## src/rtl/uk101_ps2_keymatrix_pkg.sv

```systemverilog
// Shared types, scancode constants and the PS/2 set-2 to UK101 matrix map.
package uk101_kbd_pkg;

  typedef enum logic [1:0] {
    RX_IDLE,
    RX_DATA,
    RX_PARITY,
    RX_STOP
  } rx_state_t;

  localparam logic [7:0] SC_EXT  = 8'hE0;
  localparam logic [7:0] SC_BRK  = 8'hF0;
  localparam logic [7:0] SC_CAPS = 8'h58;
  localparam logic [7:0] SC_F12  = 8'h07;

  // Keyboard status/ack bytes that must not disturb pending prefixes
  function automatic logic is_ignored(input logic [7:0] c);
    return c inside {8'hAA, 8'hFA, 8'hFE, 8'h00, 8'hFF};
  endfunction

  // Returns {hit, row[2:0], col[2:0]}; hit=0 means no matrix position
  function automatic logic [6:0] keymap(input logic ext, input logic [7:0] c);
    logic [6:0] r;
    r = '0;
    if (!ext) begin
      case (c)
        8'h59: r = {1'b1, 3'd0, 3'd1};  // right shift
        8'h12: r = {1'b1, 3'd0, 3'd2};  // left shift
        8'h76: r = {1'b1, 3'd0, 3'd5};  // esc
        8'h14: r = {1'b1, 3'd0, 3'd6};  // ctrl
        8'h15: r = {1'b1, 3'd1, 3'd7};  // Q
        8'h1C: r = {1'b1, 3'd1, 3'd6};  // A
        8'h1A: r = {1'b1, 3'd1, 3'd5};  // Z
        8'h29: r = {1'b1, 3'd1, 3'd4};  // space
        8'h1D: r = {1'b1, 3'd2, 3'd7};  // W
        8'h1B: r = {1'b1, 3'd2, 3'd6};  // S
        8'h22: r = {1'b1, 3'd2, 3'd5};  // X
        8'h49: r = {1'b1, 3'd2, 3'd4};  // .
        8'h5A: r = {1'b1, 3'd2, 3'd3};  // enter
        8'h4A: r = {1'b1, 3'd2, 3'd2};  // /
        8'h52: r = {1'b1, 3'd2, 3'd1};  // '
        8'h24: r = {1'b1, 3'd3, 3'd7};  // E
        8'h23: r = {1'b1, 3'd3, 3'd6};  // D
        8'h21: r = {1'b1, 3'd3, 3'd5};  // C
        8'h2D: r = {1'b1, 3'd3, 3'd4};  // R
        8'h2B: r = {1'b1, 3'd3, 3'd3};  // F
        8'h2A: r = {1'b1, 3'd3, 3'd2};  // V
        8'h2C: r = {1'b1, 3'd3, 3'd1};  // T
        8'h35: r = {1'b1, 3'd4, 3'd7};  // Y
        8'h34: r = {1'b1, 3'd4, 3'd6};  // G
        8'h32: r = {1'b1, 3'd4, 3'd5};  // B
        8'h3C: r = {1'b1, 3'd4, 3'd4};  // U
        8'h33: r = {1'b1, 3'd4, 3'd3};  // H
        8'h31: r = {1'b1, 3'd4, 3'd2};  // N
        8'h43: r = {1'b1, 3'd4, 3'd1};  // I
        8'h3B: r = {1'b1, 3'd5, 3'd7};  // J
        8'h3A: r = {1'b1, 3'd5, 3'd6};  // M
        8'h44: r = {1'b1, 3'd5, 3'd5};  // O
        8'h42: r = {1'b1, 3'd5, 3'd4};  // K
        8'h41: r = {1'b1, 3'd5, 3'd3};  // ,
        8'h4D: r = {1'b1, 3'd5, 3'd2};  // P
        8'h4B: r = {1'b1, 3'd5, 3'd1};  // L
        8'h3E: r = {1'b1, 3'd6, 3'd7};  // 8
        8'h46: r = {1'b1, 3'd6, 3'd6};  // 9
        8'h45: r = {1'b1, 3'd6, 3'd5};  // 0
        8'h4E: r = {1'b1, 3'd6, 3'd4};  // -
        8'h55: r = {1'b1, 3'd6, 3'd3};  // =
        8'h4C: r = {1'b1, 3'd6, 3'd2};  // ;
        8'h66: r = {1'b1, 3'd6, 3'd1};  // backspace (rubout)
        8'h16: r = {1'b1, 3'd7, 3'd7};  // 1
        8'h1E: r = {1'b1, 3'd7, 3'd6};  // 2
        8'h26: r = {1'b1, 3'd7, 3'd5};  // 3
        8'h25: r = {1'b1, 3'd7, 3'd4};  // 4
        8'h2E: r = {1'b1, 3'd7, 3'd3};  // 5
        8'h36: r = {1'b1, 3'd7, 3'd2};  // 6
        8'h3D: r = {1'b1, 3'd7, 3'd1};  // 7
        default: r = '0;
      endcase
    end else begin
      case (c)
        8'h14: r = {1'b1, 3'd0, 3'd6};  // right ctrl
        8'h5A: r = {1'b1, 3'd2, 3'd3};  // keypad enter
        8'h4A: r = {1'b1, 3'd2, 3'd2};  // keypad /
        default: r = '0;
      endcase
    end
    return r;
  endfunction

endpackage

```

## src/rtl/uk101_ps2_keymatrix_if.sv

```systemverilog
// PS/2 input pair plus the $DF00 matrix port and decoder status.
interface uk101_ps2_keymatrix_if;
  logic       ps2Clk;
  logic       ps2Data;
  logic [7:0] row_sel;
  logic [7:0] col_out;
  logic       reset_key;
  logic       code_valid;
  logic [7:0] code;

  modport master (
    output ps2Clk, ps2Data, row_sel,
    input  col_out, reset_key, code_valid, code
  );

  modport slave (
    input  ps2Clk, ps2Data, row_sel,
    output col_out, reset_key, code_valid, code
  );
endinterface

```

## src/rtl/uk101_ps2_keymatrix_ps2_rx.sv

```systemverilog
// PS/2 byte receiver: synchronise, deglitch clock, frame, parity, timeout.
module ps2_rx
  import uk101_kbd_pkg::*;
#(
  parameter int unsigned CLK_HZ     = 50000000,
  parameter int unsigned FILTER_LEN = 8,
  parameter int unsigned TIMEOUT_US = 200
) (
  input  logic       clk,
  input  logic       rst_n,
  input  logic       ps2_clk,
  input  logic       ps2_data,
  output logic [7:0] code,
  output logic       code_valid
);

  localparam int unsigned TO_LIMIT = CLK_HZ / 1000000 * TIMEOUT_US;
  localparam int unsigned TO_W     = $clog2(TO_LIMIT + 1);
  localparam int unsigned FW       = $clog2(FILTER_LEN + 1);

  logic [1:0]    clk_s, dat_s;
  logic [FW-1:0] fcnt;
  logic          filt, filt_q, fall;
  rx_state_t     state;
  logic [2:0]    bit_cnt;
  logic [7:0]    sh;
  logic          par;
  logic [TO_W-1:0] to_cnt;

  // Two-flop synchronisers for the asynchronous PS/2 lines
  always_ff @(posedge clk or negedge rst_n) begin
    if (!rst_n) begin
      clk_s <= 2'b11;
      dat_s <= 2'b11;
    end else begin
      clk_s <= {clk_s[0], ps2_clk};
      dat_s <= {dat_s[0], ps2_data};
    end
  end

  // Filtered clock follows the synced clock only after FILTER_LEN agreeing samples
  always_ff @(posedge clk or negedge rst_n) begin
    if (!rst_n) begin
      fcnt   <= '0;
      filt   <= 1'b1;
      filt_q <= 1'b1;
    end else begin
      filt_q <= filt;
      if (clk_s[1] == filt) begin
        fcnt <= '0;
      end else if (fcnt == FW'(FILTER_LEN - 1)) begin
        fcnt <= '0;
        filt <= clk_s[1];
      end else begin
        fcnt <= fcnt + 1'b1;
      end
    end
  end

  assign fall = filt_q & ~filt;

  // Frame receiver with inter-fall watchdog
  always_ff @(posedge clk or negedge rst_n) begin
    if (!rst_n) begin
      state      <= RX_IDLE;
      bit_cnt    <= '0;
      sh         <= '0;
      par        <= 1'b0;
      code       <= '0;
      code_valid <= 1'b0;
      to_cnt     <= '0;
    end else begin
      code_valid <= 1'b0;
      if (fall) begin
        to_cnt <= TO_W'(TO_LIMIT);
      end else if (to_cnt != '0) begin
        to_cnt <= to_cnt - 1'b1;
      end
      if (fall) begin
        case (state)
          RX_IDLE: begin
            if (!dat_s[1]) begin
              bit_cnt <= '0;
              state   <= RX_DATA;
            end
          end
          RX_DATA: begin
            sh      <= {dat_s[1], sh[7:1]};
            bit_cnt <= bit_cnt + 1'b1;
            if (bit_cnt == 3'd7) state <= RX_PARITY;
          end
          RX_PARITY: begin
            par   <= dat_s[1];
            state <= RX_STOP;
          end
          RX_STOP: begin
            if (dat_s[1] && ^{sh, par}) begin
              code_valid <= 1'b1;
              code       <= sh;
            end
            state <= RX_IDLE;
          end
          default: state <= RX_IDLE;
        endcase
      end else if (to_cnt == '0 && state != RX_IDLE) begin
        state <= RX_IDLE;
      end
    end
  end

endmodule

```

## src/rtl/uk101_ps2_keymatrix.sv

```systemverilog
// PS/2 to UK101 8x8 keyboard matrix: prefix decoding, key state, $DF00 read.
module uk101_ps2_keymatrix
  import uk101_kbd_pkg::*;
#(
  parameter int unsigned CLK_HZ     = 50000000,
  parameter int unsigned FILTER_LEN = 8,
  parameter int unsigned TIMEOUT_US = 200
) (
  input  logic                  clk,
  input  logic                  n_reset,
  uk101_ps2_keymatrix_if.slave  kb
);

  localparam logic [7:0][7:0] MATRIX_RST = 64'h1;  // shift lock engaged

  logic            rst_meta, rst_n;
  logic [7:0]      rx_code;
  logic            rx_valid;
  logic            ext, brk;
  logic [7:0][7:0] matrix;
  logic [6:0]      km;
  logic [7:0]      sel_cols;
  logic [7:0]      col_q;
  logic            reset_key_q;

  // Asynchronous assert, synchronous release of the internal reset
  always_ff @(posedge clk or negedge n_reset) begin
    if (!n_reset) begin
      rst_meta <= 1'b0;
      rst_n    <= 1'b0;
    end else begin
      rst_meta <= 1'b1;
      rst_n    <= rst_meta;
    end
  end

  ps2_rx #(
    .CLK_HZ     (CLK_HZ),
    .FILTER_LEN (FILTER_LEN),
    .TIMEOUT_US (TIMEOUT_US)
  ) u_rx (
    .clk        (clk),
    .rst_n      (rst_n),
    .ps2_clk    (kb.ps2Clk),
    .ps2_data   (kb.ps2Data),
    .code       (rx_code),
    .code_valid (rx_valid)
  );

  assign km = keymap(ext, rx_code);

  // Prefix tracking and key state update on each accepted byte
  always_ff @(posedge clk or negedge rst_n) begin
    if (!rst_n) begin
      ext         <= 1'b0;
      brk         <= 1'b0;
      matrix      <= MATRIX_RST;
      reset_key_q <= 1'b0;
    end else if (rx_valid) begin
      if (rx_code == SC_EXT) begin
        ext <= 1'b1;
      end else if (rx_code == SC_BRK) begin
        brk <= 1'b1;
      end else if (!is_ignored(rx_code)) begin
        if (rx_code == SC_CAPS && !ext) begin
          if (!brk) matrix[0][0] <= ~matrix[0][0];
        end else if (rx_code == SC_F12) begin
          reset_key_q <= ~brk;
        end else if (km[6]) begin
          matrix[km[5:3]][km[2:0]] <= ~brk;
        end
        ext <= 1'b0;
        brk <= 1'b0;
      end
    end
  end

  // OR the pressed columns of every selected (low) row
  always_comb begin
    sel_cols = '0;
    for (int unsigned r = 0; r < 8; r++) begin
      if (!kb.row_sel[r]) sel_cols = sel_cols | matrix[r];
    end
  end

  // Registered active-low column read
  always_ff @(posedge clk or negedge rst_n) begin
    if (!rst_n) col_q <= 8'hFF;
    else        col_q <= ~sel_cols;
  end

  assign kb.col_out    = col_q;
  assign kb.reset_key  = reset_key_q;
  assign kb.code       = rx_code;
  assign kb.code_valid = rx_valid;

endmodule
```

## src/flat_wrapper.sv

```systemverilog
// flat-port wrapper written by rule: the top's interface ports become plain ports
module uk101_ps2_keymatrix_flat import uk101_kbd_pkg::*;
#(
  parameter int unsigned CLK_HZ     = 50000000,
  parameter int unsigned FILTER_LEN = 8,
  parameter int unsigned TIMEOUT_US = 200
)
  (clk, n_reset, kb_ps2Clk, kb_ps2Data, kb_row_sel, kb_col_out, kb_reset_key, kb_code_valid, kb_code);
  uk101_ps2_keymatrix_if kb_i ();
  input  logic clk;
  input  logic n_reset;
  input wire logic [$bits(kb_i.ps2Clk)-1:0] kb_ps2Clk;
  input wire logic [$bits(kb_i.ps2Data)-1:0] kb_ps2Data;
  input wire logic [$bits(kb_i.row_sel)-1:0] kb_row_sel;
  output wire logic [$bits(kb_i.col_out)-1:0] kb_col_out;
  output wire logic [$bits(kb_i.reset_key)-1:0] kb_reset_key;
  output wire logic [$bits(kb_i.code_valid)-1:0] kb_code_valid;
  output wire logic [$bits(kb_i.code)-1:0] kb_code;
  assign kb_i.ps2Clk = kb_ps2Clk;
  assign kb_i.ps2Data = kb_ps2Data;
  assign kb_i.row_sel = kb_row_sel;
  assign kb_col_out = kb_i.col_out;
  assign kb_reset_key = kb_i.reset_key;
  assign kb_code_valid = kb_i.code_valid;
  assign kb_code = kb_i.code;
  uk101_ps2_keymatrix #(.CLK_HZ(CLK_HZ), .FILTER_LEN(FILTER_LEN), .TIMEOUT_US(TIMEOUT_US)) u_core (.clk(clk), .n_reset(n_reset), .kb(kb_i));
endmodule
```

## config.mk

```make
export PLATFORM = sky130hd
export DESIGN_NAME = uk101_ps2_keymatrix_flat
export DESIGN_NICKNAME = d
export VERILOG_FILES = /design/src/rtl/uk101_ps2_keymatrix_pkg.sv /design/src/rtl/uk101_ps2_keymatrix_if.sv /design/src/rtl/uk101_ps2_keymatrix_ps2_rx.sv /design/src/rtl/uk101_ps2_keymatrix.sv /design/src/flat_wrapper.sv
export SDC_FILE = /design/constraint.sdc
export NUM_CORES = 1
export LEC_CHECK = 0
export ABC_CLOCK_PERIOD_IN_PS = 7800
export BUFFER_PORTS_ARGS = -buffer_cell sky130_fd_sc_hd__buf_2
export CAP_MARGIN = 5
export CORE_MARGIN = 2
export CORE_UTILIZATION = 35
export DETAILED_ROUTE_END_ITERATION = 10
export PLACE_DENSITY_LB_ADDON = 0.12
export SYNTH_ARGS = -nofsm -noshare
export SYNTH_HDL_FRONTEND = slang
export SYNTH_SLANG_ARGS = --single-unit
```

## constraint.sdc

```tcl
create_clock -name clk -period 7.8 [get_ports clk]
set_clock_uncertainty 0.1 [all_clocks]
set_input_delay 0.78 -clock clk [delete_from_list [all_inputs] [get_ports clk]]
set_output_delay 0.78 -clock clk [all_outputs]
set_load 0.01 [all_outputs]
```

## Word-level counts from Yosys, hierarchy flattened

Memories as Yosys holds them, arrays and structs flattened.
Cells that the tools add are included.

- Bits in registers: 124
- Input bits: 12
- Memories kept: 1
- Output and inout bits: 18
- Memory bits (read-only): 896
- Logic and storage cells: 144

- $add $sub $neg: 3
- Equal/unequal tests: 25
- Muxes and demuxes: 38
- Magnitude comparators: 4
- Reduce and logical (&&, ||, !) cells: 28
- Bitwise gates (word level): 18

Memory list:

| memory | depth | width | rd ports | clocked after Yosys merged registers in | wr ports | line | RTL |
|---|---|---|---|---|---|---|---|
| (name not given) | 128 | 7 | 1 | 0 | 0 | uk101_ps2_keymatrix_pkg.sv:26 | `case (c)` |

Operators with widths:

| cell | count |
|---|---|
| 8-bit 2-to-1 mux | 9 |
| 64-bit bitwise mux | 1 |
| 8-bit bitwise OR | 7 |
| 8-bit == test, second input constant | 6 |
| 14-bit 2-to-1 mux | 2 |
| 8-bit demux with 3-bit select | 1 |
| 8-bit by 7-bit == test with 1-bit output, second input constant | 3 |
| 7-bit case mux with 3 select lines | 1 |
| 3-bit AND reduction | 5 |
| 14-bit zero test | 1 |
| 7-bit 2-to-1 mux | 2 |
| 7-bit AND reduction | 2 |
| 14-bit nonzero test | 1 |
| 14-bit by 1-bit subtractor with 14-bit output, second input constant | 1 |
| 1-bit 2-to-1 mux | 12 |
| 2-bit nonzero test | 5 |
| 1-bit inverter | 9 |
| 9-bit parity | 1 |
| 8-bit by 3-bit == test with 1-bit output, second input constant | 1 |
| 8-bit by 5-bit == test with 1-bit output, second input constant | 1 |
| 8-bit zero test | 1 |
| 3-bit by 4-bit less-than comparator with 1-bit output, second input constant | 2 |
| 2-bit 2-to-1 mux | 4 |
| 4-bit 2-to-1 mux | 2 |
| other kinds (23) | 36 |

## Depth between registers and ports, before layout

- Depth after elaboration: 16
- Mapped depth: 13
- Mapped depth without buffers: 9

## Modules after synthesis

Synthesis repeated with hierarchy kept, for this count alone.

- Cell total of the unflattened synthesis: 715
- Area, all modules: 7081.8 um^2

Modules (own cells, without submodules):

| module | sequential area each (um^2) | cells each | area an instance (um^2) | instances |
|---|---|---|---|---|
| uk101_ps2_keymatrix | 1938.1 | 531 | 4842.1 | 1 |
| ps2_rx | 1183.6 | 184 | 2239.6 | 1 |

## Least setup slack after synthesis

OpenSTA, ideal clock, no wires.

- Kind: flip-flop to flip-flop
- Start: register u_core.u_rx.code[0]
- End: register u_core.matrix[52] (netlist bit)
- Cell stages (with the launch flop): 11
- Arrival: 2543 ps
- Required time: 7563 ps
- Library setup time: 137 ps
- Clock period less this slack: 2779 ps
- Path slack: 5021 ps
- Path through: dfrtp_1 > buf_4 > inv_1 > ha_1 > or2_2 > a311o_1 > o2111ai_2 > and2_4 > nor3b_4 > nand3_1 > mux2i_1

- Longest elaborated chain between the ends: 10
- Elaborated cells on any way between the ends: 35
- Those cells by class: order compare: 4; eq/ne: 11; mux: 8; bitwise: 5; reduce/logical: 6; memory: 1

RTL lines:

| what | line | RTL |
|---|---|---|
| from (decl) | uk101_ps2_keymatrix_ps2_rx.sv:13 | `output logic [7:0] code,` |
| from (signal assigned) | uk101_ps2_keymatrix_ps2_rx.sv:99 | `code <= sh;` |
| memory 128 x 7 bit (tied with other cells) | n/a |  |
| 7-bit 2-to-1 mux or 7-bit case mux with 3 select lines (tied branches) | uk101_ps2_keymatrix_pkg.sv:26, uk101_ps2_keymatrix_pkg.sv:80 |  |
| 7-bit 2-to-1 mux | uk101_ps2_keymatrix_pkg.sv:25 | `if (!ext) begin` |
| 3-bit by 4-bit less-than comparator with 1-bit output (implied by the code) or 3-bit by 1-bit greater-or-equal comparator with 1-bit output (tied branches) | uk101_ps2_keymatrix.sv:70 | `matrix[km[5:3]][km[2:0]] <= ~brk;` |
| 1-bit logical AND (implied by the code) | uk101_ps2_keymatrix.sv:70 |  |
| 1-bit 2-to-1 mux (implied by the code) | uk101_ps2_keymatrix.sv:70 |  |
| 1-bit demux with 3-bit select | n/a |  |
| 8-bit 2-to-1 mux (implied by the code) | uk101_ps2_keymatrix.sv:70 |  |
| 8-bit demux with 3-bit select | n/a |  |
| 64-bit bitwise mux | uk101_ps2_keymatrix.sv:70 |  |
| to (signal, indexed assignment) | uk101_ps2_keymatrix.sv:70 |  |
| to (decl) | uk101_ps2_keymatrix.sv:20 | `logic [7:0][7:0] matrix;` |

Parallel ways exist; a longest one is shown, timed or not.
A chain may end at the register's enable or synchronous reset.

## Worst setup path in the final report

- Start: register u_core.u_rx.code[0]
- End: register u_core.matrix[28] (netlist bit)

Same word-level chain as after synthesis.

==> impl_metrics.tcl <==
set metrics [dict create \
    dr.pass1.iters 7 \
    muxShareOfSynthArea_pct 11.5 \
    fillers 2069 \
    synthAdderAreaFrac_pct 2.37 \
    p_int_w 0.00130 \
    port_buffers 29 \
    setup_viol 0 \
    worstMarginPinSlew_ps 885 \
    yosys_warnings 0 \
    via_count 5319 \
    rsz0062_at_grt "false" \
    dp.cells 977 \
    drtIter0Drc 286 \
    start_kind "register" \
    rows 53 \
    hold_viol_final 0 \
    synthCells 727 \
    maxCapViolCount 0 \
    antenna_found_initial 0 \
    layout.nets 748 \
    power_frac_clock_pct 47.2 \
    ys_types 85 \
    synth_top_area_share_pct 36.9 \
    synth.most_common_cell "dfrtp_1" \
    fin_crit_ps 3570 \
    arrival_ps 3730 \
    synth_top_area_cell "dfrtp_1" \
    grt_overflow 0 \
    avgSynthCellArea_um2 10.2 \
    slowest_stage "and3_1" \
    relSlewSlack_pct 40.8 \
    ios 30 \
    grt_start_max_net_pins 67 \
    maxSlewViolCount 0 \
    insertion_delay_ps 410 \
    dieArea_um2 22300 \
    vdd_ir_drop_max_mv 0.147 \
    post-route-period-util_pct 45.8 \
    htreeDepth 4 \
    cts.repair.resized 0 \
    first_global_vias 5459 \
    syn_nets 753 \
    hold_path.class "in2async" \
    grt_pass1_wl_mm 29.7 \
    cts_buffers 17 \
    slowest_delay_ps 620 \
    synth_top_family_by_area "simple AND/OR/NAND/NOR gates" \
    drc_errors 0 \
    cts_hold_buf 0 \
    p_per_area_nw_per_um2 211 \
    async_reset_ff_share_pct 100 \
    core_um2 20900 \
    tns_ps 0 \
    synth.area.top_cells "dfrtp_1 (37%), mux2i_1 (8.7%), dfstp_2 (5.3%)" \
    p_sw_w 0.000421 \
    cts_tree "yes" \
    status "finished, final reports clean" \
    viasPerCell 5.27 \
    crit_chain "inv_1 > ha_1 > nand3b_1 > a21o_1 > a2111oi_0 > a211o_2 > and3_1 > nand3_1 > mux2i_1" \
    grt.total_usage_pct 17.2 \
    synth_xor_area_share_pct 2.61 \
    combPwrFrac_pct 9.4 \
    swShare_pct 24.5 \
    synth_compound_area_share_pct 11.4 \
    start_util_pct 35.3 \
    diodes 0 \
    synth_commonest_cells "dfrtp_1 (109), inv_1 (75), mux2i_1 (64)" \
    synth_area_um2 7380 \
    cts_root_buffer "clkbuf_16" \
    p_leak_nw 3.69 \
    yosys.area_share.simple_pct 20.5 \
    max_freq_mhz 280 \
    wl_per_cell_um 18.0 \
    synth_seq_area_share_pct 42.3 \
    area_growth_pct 10.3 \
    layoutNonFillerInstCount 1010 \
    dieHeight_um 149 \
    crit_fanout 12 \
    wirelength_mm 18.2 \
    crit_type "reg2reg" \
    synth_seq_cells 124 \
    antenna_left 0 \
    end_kind "register" \
    place_congestion 0.821 \
    cp_data_required_time_ps 7960 \
    drive_above_1_share_pct 21.1 \
    clk_path_buf_depth 2 \
    ys.flop_type "dfrtp_1" \
    power.share.sequential_pct 43.4 \
    cts_setup_buffers 0 \
    dp_hpwl_mm 11.6 \
    synth_edf_count 0 \
    dieWidth_um 149 \
    cts_sinks 124 \
    clk_pin_slew_ps 50 \
]
## registers in the layout, indices dropped and copies added (netlist names), 3 cells and up
signal / count
u_core.kb.col_out: 8
u_core.matrix: 64
u_core.u_rx.bit_cnt: 3
u_core.u_rx.code: 8
u_core.u_rx.fcnt: 4
u_core.u_rx.sh: 8
u_core.u_rx.to_cnt: 14
## per-layer routing
metal,share of wire [%],track usage (%),up-vias
met1,47,22.7,2638
met3,3.8,4.01,24
met4,1.5,5.71,0
met5,0,0,-
li1,-,-,2546
met2,48,28.0,111
## through the flow
| stage | worst slack [ps] | utilization, % | hold slack (ps) | area (µm²) | total power [W] |
|---|---|---|---|---|---|
| after floorplan | 4020 | - | 231 | 7380 | 0.000873 |
| after global placement | 4150 | 36.0 | 238 | 7530 | 0.000913 |
| after detailed placement | 4000 | 36.0 | 237 | 7530 | 0.000923 |
| after CTS | 3960 | 38.9 | 18.0 | 8140 | 0.00175 |
| after global routing | 3940 | 39.0 | 19.0 | 8140 | 0.00181 |
| final | 4230 | 39.0 | 40.1 | 8140 | 0.00172 |
## final timing paths
path | from | cells past startpoint | to | slack (ps)
setup / recovery | u_core.u_rx.code[0] | 9 | u_core.matrix[28] | 4230
hold / removal | n_reset | 1 | u_core.rst_n | 40
setup reg to reg | u_core.u_rx.code[0] | 9 | u_core.matrix[28] | 4230
hold reg to reg | u_core.rst_meta | 0 | u_core.rst_n | 250
max in group asynchronous | u_core.rst_n | 1 | u_core.matrix[48] | 5980
min in group clk | u_core.rst_meta | 0 | u_core.rst_n | 250
## cells in the final DEF, fill, tap and decap left out, drive strengths merged, types with 3 or more instances in the layout
cell | netlist | final
dfrtp | 109 | 109
inv | 76 | 76
nand3 | 74 | 74
mux2i | 64 | 64
buf | 38 | 37
o22ai | 32 | 32
nand2 | 30 | 30
nor2 | 25 | 25
clkbuf | 23 | 25
o21ai | 22 | 22
mux2 | 18 | 18
xnor2 | 16 | 16
dfstp | 15 | 15
a21oi | 14 | 14
ha | 14 | 14
nor3 | 14 | 14
nand2b | 13 | 13
nor4 | 13 | 13
nor2b | 12 | 12
nand4 | 11 | 11
xor2 | 6 | 6
and3 | 5 | 5
or3 | 5 | 5
a211oi | 5 | 5
and2 | 5 | 5
and2b | 4 | 4
nor3b | 4 | 4
nand3b | 3 | 3
a31oi | 3 | 3
a311oi | 3 | 3
a32o | 3 | 3
clkinv | 0 | 3
bufinv | 0 | 3
or2 | 3 | 3
and4 | 3 | 3
a211o | 3 | 3
## critical path: cells and delay by family, from the launching register on
family,cells,cell delay [ps]
adder cells (fa/ha/maj),1,480
AND/OR/NAND/NOR,3,990
multiplexers,1,160
flip-flops,1,530
buffers and inverters,1,240
AO/OA/AOI/OAI,3,890
## layout make-up
class | instances | area (µm²) | area share (%)
Inverter | 76 | 285 | 3.50
Clock buffer | 25 | 495 | 6.08
Clock inverter | 7 | 113 | 1.38
Tap cell | 275 | 344 | 4.23
Multi-Input combinational cell | 466 | 3570 | 43.9
Sequential cell | 124 | 3130 | 38.4
Timing Repair Buffer | 37 | 205 | 2.52
## power groups by stage
stage	clock, W	sequential, W	combinational [W]
4_1_cts	0.000833	0.000748	0.000165
2_1_floorplan	0	0.000751	0.000122
3_3_place_gp	0	0.000757	0.000156
5_1_grt	0.000861	0.000757	0.000187
3_5_place_dp	0	0.000757	0.000166
6_report	0.000812	0.000747	0.000162
## cells by family after synthesis
| family | count (synthesis) |
|---|---|
| adders and majority gates | 14 |
| muxes | 82 |
| other | 1 |
| AOI/OAI and AO/OA | 113 |
| buffers and inverters | 137 |
| xor gates and xnor gates | 22 |
| and+or+nand+nor | 234 |
| DFF | 124 |
Note: power is estimated with default switching activity, not from simulation.
